--- src/rtl/line_fill_responder.sv ---
// Line-fill responder: accepts one instruction-fetch line request at a time,
// waits LATENCY cycles, then streams a full cache line from a synchronous SRAM
// in wrapped order starting at the requested word.
module line_fill_responder #(
  parameter int unsigned WORD_INDEX_BITS = 3,
  parameter int unsigned LATENCY         = 2,
  parameter int unsigned ADDR_BITS       = 30
) (
  input  logic                 clock,
  input  logic                 reset_n,
  input  logic                 imem_read,
  input  logic [ADDR_BITS-1:0] imem_address,
  output logic                 imem_waitrequest,
  output logic [31:0]          imem_readdata,
  output logic                 imem_readdatavalid,
  output logic [ADDR_BITS-1:0] sram_address,
  output logic                 sram_read,
  input  logic [31:0]          sram_readdata
);

  localparam int unsigned BASE_BITS = ADDR_BITS - WORD_INDEX_BITS;
  localparam int unsigned CNT_BITS  = 4;
  localparam logic [CNT_BITS-1:0] LAT_LOAD = CNT_BITS'(LATENCY);

  typedef enum logic [1:0] {
    S_IDLE   = 2'd0,
    S_WAIT   = 2'd1,
    S_STREAM = 2'd2,
    S_DRAIN  = 2'd3
  } state_t;

  state_t                     state, state_d;
  logic [BASE_BITS-1:0]       line_base, line_base_d;
  logic [WORD_INDEX_BITS-1:0] word_idx, word_idx_d;
  logic [WORD_INDEX_BITS-1:0] beat_cnt, beat_cnt_d;
  logic [CNT_BITS-1:0]        wait_cnt, wait_cnt_d;
  logic [31:0]                data_hold, data_hold_d;
  logic [ADDR_BITS-1:0]       sram_address_d;
  logic                       sram_read_d;
  logic                       waitrequest_d;
  logic                       readdatavalid_d;

  logic                       accept;
  logic [BASE_BITS-1:0]       base_src;
  logic [WORD_INDEX_BITS-1:0] idx_src;

  assign accept = (state == S_IDLE) && imem_read;

  // State register
  always_ff @(posedge clock or negedge reset_n) begin
    if (!reset_n) begin
      state <= S_IDLE;
    end else begin
      state <= state_d;
    end
  end

  // Next-state logic
  always_comb begin
    state_d = state;
    case (state)
      S_IDLE: begin
        if (imem_read) begin
          state_d = (LAT_LOAD == '0) ? S_STREAM : S_WAIT;
        end
      end
      S_WAIT: begin
        // Leave one cycle early so the registered read strobe lands on T+LATENCY+1
        if (wait_cnt <= CNT_BITS'(1)) begin
          state_d = S_STREAM;
        end
      end
      S_STREAM: begin
        if (beat_cnt == '1) begin
          state_d = S_DRAIN;
        end
      end
      S_DRAIN: begin
        state_d = S_IDLE;
      end
      default: begin
        state_d = S_IDLE;
      end
    endcase
  end

  // Datapath and registered-output next values
  always_comb begin
    line_base_d     = line_base;
    word_idx_d      = word_idx;
    beat_cnt_d      = beat_cnt;
    wait_cnt_d      = wait_cnt;
    sram_address_d  = sram_address;
    sram_read_d     = 1'b0;
    waitrequest_d   = (state_d != S_IDLE);
    readdatavalid_d = sram_read;
    data_hold_d     = imem_readdatavalid ? sram_readdata : data_hold;

    // With zero latency the first read address comes straight from the request
    base_src = accept ? imem_address[ADDR_BITS-1:WORD_INDEX_BITS] : line_base;
    idx_src  = accept ? imem_address[WORD_INDEX_BITS-1:0] : word_idx;

    if (accept) begin
      line_base_d = imem_address[ADDR_BITS-1:WORD_INDEX_BITS];
      word_idx_d  = imem_address[WORD_INDEX_BITS-1:0];
      wait_cnt_d  = LAT_LOAD;
      beat_cnt_d  = '0;
    end

    if (state == S_WAIT) begin
      wait_cnt_d = wait_cnt - CNT_BITS'(1);
    end

    if (state == S_STREAM) begin
      beat_cnt_d = beat_cnt + WORD_INDEX_BITS'(1);
    end

    // Issue the next read of the line; the index wraps inside the line
    if (state_d == S_STREAM) begin
      sram_read_d    = 1'b1;
      sram_address_d = {base_src, idx_src};
      word_idx_d     = idx_src + WORD_INDEX_BITS'(1);
    end
  end

  // Registered outputs and datapath state
  always_ff @(posedge clock or negedge reset_n) begin
    if (!reset_n) begin
      line_base          <= '0;
      word_idx           <= '0;
      beat_cnt           <= '0;
      wait_cnt           <= '0;
      data_hold          <= '0;
      sram_address       <= '0;
      sram_read          <= 1'b0;
      imem_waitrequest   <= 1'b0;
      imem_readdatavalid <= 1'b0;
    end else begin
      line_base          <= line_base_d;
      word_idx           <= word_idx_d;
      beat_cnt           <= beat_cnt_d;
      wait_cnt           <= wait_cnt_d;
      data_hold          <= data_hold_d;
      sram_address       <= sram_address_d;
      sram_read          <= sram_read_d;
      imem_waitrequest   <= waitrequest_d;
      imem_readdatavalid <= readdatavalid_d;
    end
  end

  // SRAM data arrives the cycle after the strobe, aligned with the valid flag;
  // between beats the last delivered word is held.
  assign imem_readdata = imem_readdatavalid ? sram_readdata : data_hold;

endmodule
--- config.mk ---
export PLATFORM = sky130hd
export DESIGN_NAME = line_fill_responder
export DESIGN_NICKNAME = d
export VERILOG_FILES = /design/src/rtl/line_fill_responder.sv
export SDC_FILE = /design/constraint.sdc
export NUM_CORES = 1
export LEC_CHECK = 0
export ABC_AREA = 1
export BUFFER_PORTS_ARGS = -buffer_cell sky130_fd_sc_hd__clkbuf_2
export CORE_MARGIN = 3
export CORE_UTILIZATION = 50
export CTS_CLUSTER_DIAMETER = 150
export CTS_CLUSTER_SIZE = 28
export DETAILED_ROUTE_END_ITERATION = 6
export PLACE_DENSITY = 0.79
export SYNTH_ARGS = -nofsm -noshare
export SYNTH_HDL_FRONTEND = slang
export SYNTH_SLANG_ARGS = --single-unit
--- constraint.sdc ---
create_clock -name clock -period 3.2 [get_ports clock]
set_input_delay 0.48 -clock clock [delete_from_list [all_inputs] [get_ports clock]]
set_output_delay 0.48 -clock clock [all_outputs]
set_load 0.01 [all_outputs]
==> impl_metrics.json <==
{
  "cts.clk_slew.worst_paths_ps": 100,
  "n_fill_cell": 660,
  "rows": 32,
  "final_layout_size_suffix_gt1_share_pct": 34.7,
  "fin_ws_ps": 950,
  "dpl_worst_slack_ps": 890,
  "drv_slew": 0,
  "fin_area_um2": 5000,
  "drcViolationCount": 0,
  "grt_pass1_vias": 2907,
  "synth_top_area_share_pct": 63.5,
  "dp_hpwl_um": 6150,
  "synth_top_family_by_area": "simple AND/OR/NAND/NOR gates",
  "drv_cap": 0,
  "setup_tns_ps": 0,
  "ant_nets": 0,
  "start_util_pct": 52.3,
  "clk_path_buf_depth": 2,
  "clk_latency_ps": 370,
  "cts_tree": "yes",
  "vias_per_cell": 4.81,
  "worst_pin_slew_ps": 911,
  "yosys-top-cells-area": "dfrtp_1 (63%), nand2_1 (18%), mux2_2 (8.2%)",
  "synthXorXnorAreaFrac_pct": 0.427,
  "yosysSeqAreaShare_pct": 63.5,
  "dr.pass1.iters": 4,
  "crit_type": "reg -> reg",
  "core_area_um2": 7850,
  "diodes": 0,
  "rsz0062_at_grt": "false",
  "setup_violations": 0,
  "cp.required_ps": 3450,
  "grt_usage_pct": 18.7,
  "min_path_type": "in -> async",
  "synth_fa_ha_area_share_pct": 1.53,
  "start_kind": "flop",
  "synth-warning-count": 0,
  "drt_iter0_drc": 110,
  "slew_headroom_pct": 39.2,
  "fp.dieArea_um2": 9330,
  "syn_to_final_growth_pct": 22.0,
  "antenna_found_initial": 0,
  "synth-simple-area-share_pct": 20.6,
  "nets": 598,
  "htree_levels": 3,
  "cts.sinks": 104,
  "arrival_ps": 2500,
  "wl_per_cell_um": 13.4,
  "grt_pass1_wl_um": 13300,
  "seq_area_um2": 2600,
  "final_util_pct": 63.8,
  "numCtsBuffers": 9,
  "hold_viol": 0,
  "synth_cells": 400,
  "ys_types": 24,
  "place_area_um2": 4810,
  "worstPathMaxFanout": 34,
  "cts_resized": 0,
  "synth_compound_area_share_pct": 1.62,
  "fp.dieH_um": 96.6,
  "ys_seq_elements": 104,
  "grt_max_degree": 70,
  "io_buffers": 129,
  "clockRootBuffer": "clkbuf_8",
  "finalWeightedCongestion": 0.783,
  "synth_area_um2": 4100,
  "num_vias": 3054,
  "period_share_pct": 70.3,
  "post_cts_buffers": 0,
  "fin_crit_ps": 2250,
  "totalWireLength_um": 8510,
  "postSynthAreaPerCell_um2": 10.3,
  "synthesis.nets": 470,
  "muxShareOfSynthArea_pct": 8.79,
  "synth.largest_area_cell": "dfrtp_1",
  "multi_input_area_um2": 1350,
  "status": "finished, final reports clean",
  "leakage_uw": 0.00279,
  "ir_drop_v": 0.000375,
  "end_kind": "flop",
  "powerDensity_nw_per_um2": 1010,
  "postCtsHoldBufs": 0,
  "fin_skew_ps": 15.9,
  "die_w_um": 96.6,
  "io_pins": 130,
  "fmax_ghz": 0.444,
  "gr-total-overflow": 0
}
==> path summary, 6_finish.rpt <==
kind	cells past startpoint	from	slack, ps	endpoint
max in group asynchronous	2	reset_n	2150	beat_cnt[0]$_DFFE_PN0P_
max	9	state[1]$_DFF_PN0_	950	word_idx[2]$_DFF_PN0_
min	1	reset_n	220	data_hold[10]$_DFF_PN0_
min reg2reg	0	sram_read$_DFF_PN0_	380	imem_readdatavalid$_DFF_PN0_
max reg2reg	9	state[1]$_DFF_PN0_	950	word_idx[2]$_DFF_PN0_
min in group clock	3	imem_address[18]	340	line_base[15]$_DFF_PN0_
==> area by class of cell <==
cell class / instances / area share (%)
Sequential cell: 104 / 52.0
Multi-Input combinational cell: 265 / 27.0
Timing Repair Buffer: 133 / 13.5
Clock buffer: 10 / 2.75
Tap cell: 102 / 2.55
Inverter: 15 / 1.13
Clock inverter: 6 / 1.05
==> per-stage QoR <==
step,power [µW],cells,hold slack [ps]
floorplan,3590,400,184
global placement,4230,619,358
detailed placement,4340,619,363
CTS,5110,635,239
global route,5480,635,275
finish,5040,635,216
==> synth_stat cells, drive strengths merged <==
library cell and number:
a22oi 1, a22o 2, xnor2 1, nor2 7, nand4 1, xor2 1
mux2 32, dfrtp 104, a21oi 2, nand2 204, ha 5, clkbuf 3
inv 15, nand3 5, buf 13, o21ai 4
==> metal layers <==
layer	vias up	wire (µm)	track usage (%)
met5	-	0	0
met3	12	648	3.56
li1	1497	-	-
met4	0	127	7.01
met1	1436	3730	23.9
met2	109	4000	31.6
==> layout by cell type, fill, tap and decap left out, drive strengths merged <==
cell        n
a22o        2
inv        17
buf         5
clkbuf    138
nor2        7
nand4       1
nand3       5
mux2       32
nand2     204
xnor2       1
clkinv      2
xor2        1
a22oi       1
a21oi       2
dfrtp     104
ha          5
o21ai       4
clkinvlp    2
==> where the power goes <==
group | switching, µW | internal, µW | total, µW
combinational | 1290 | 827 | 2120
clock | 455 | 315 | 770
sequential | 232 | 1920 | 2160
total | 1980 | 3070 | 5040
==> cells by family after synthesis <==
family	count (synthesis)
AOI/OAI and AO/OA	9
xor gates and xnor gates	2
adders and majority gates	5
buffers and inverters	31
DFF	104
muxes	32
and+or+nand+nor	217
==> state kept, by name, indices dropped and copies added (netlist names) <==
name	flops
word_idx	3
line_base	27
wait_cnt	4
state	2
data_hold	32
imem_waitrequest	1
sram_read	1
sram_address	30
imem_readdatavalid	1
beat_cnt	3
==> critical path, cell delays in order (launching register included) <==
cell	delay, ps
dfrtp_1	440
nor2_1	220
nand2_2	410
o21ai_0	540
ha_1	250
inv_1	40
nand3_1	70
nand2_1	50
nand2_1	50
nand2_1	60
(Power assumes the default switching activity.)
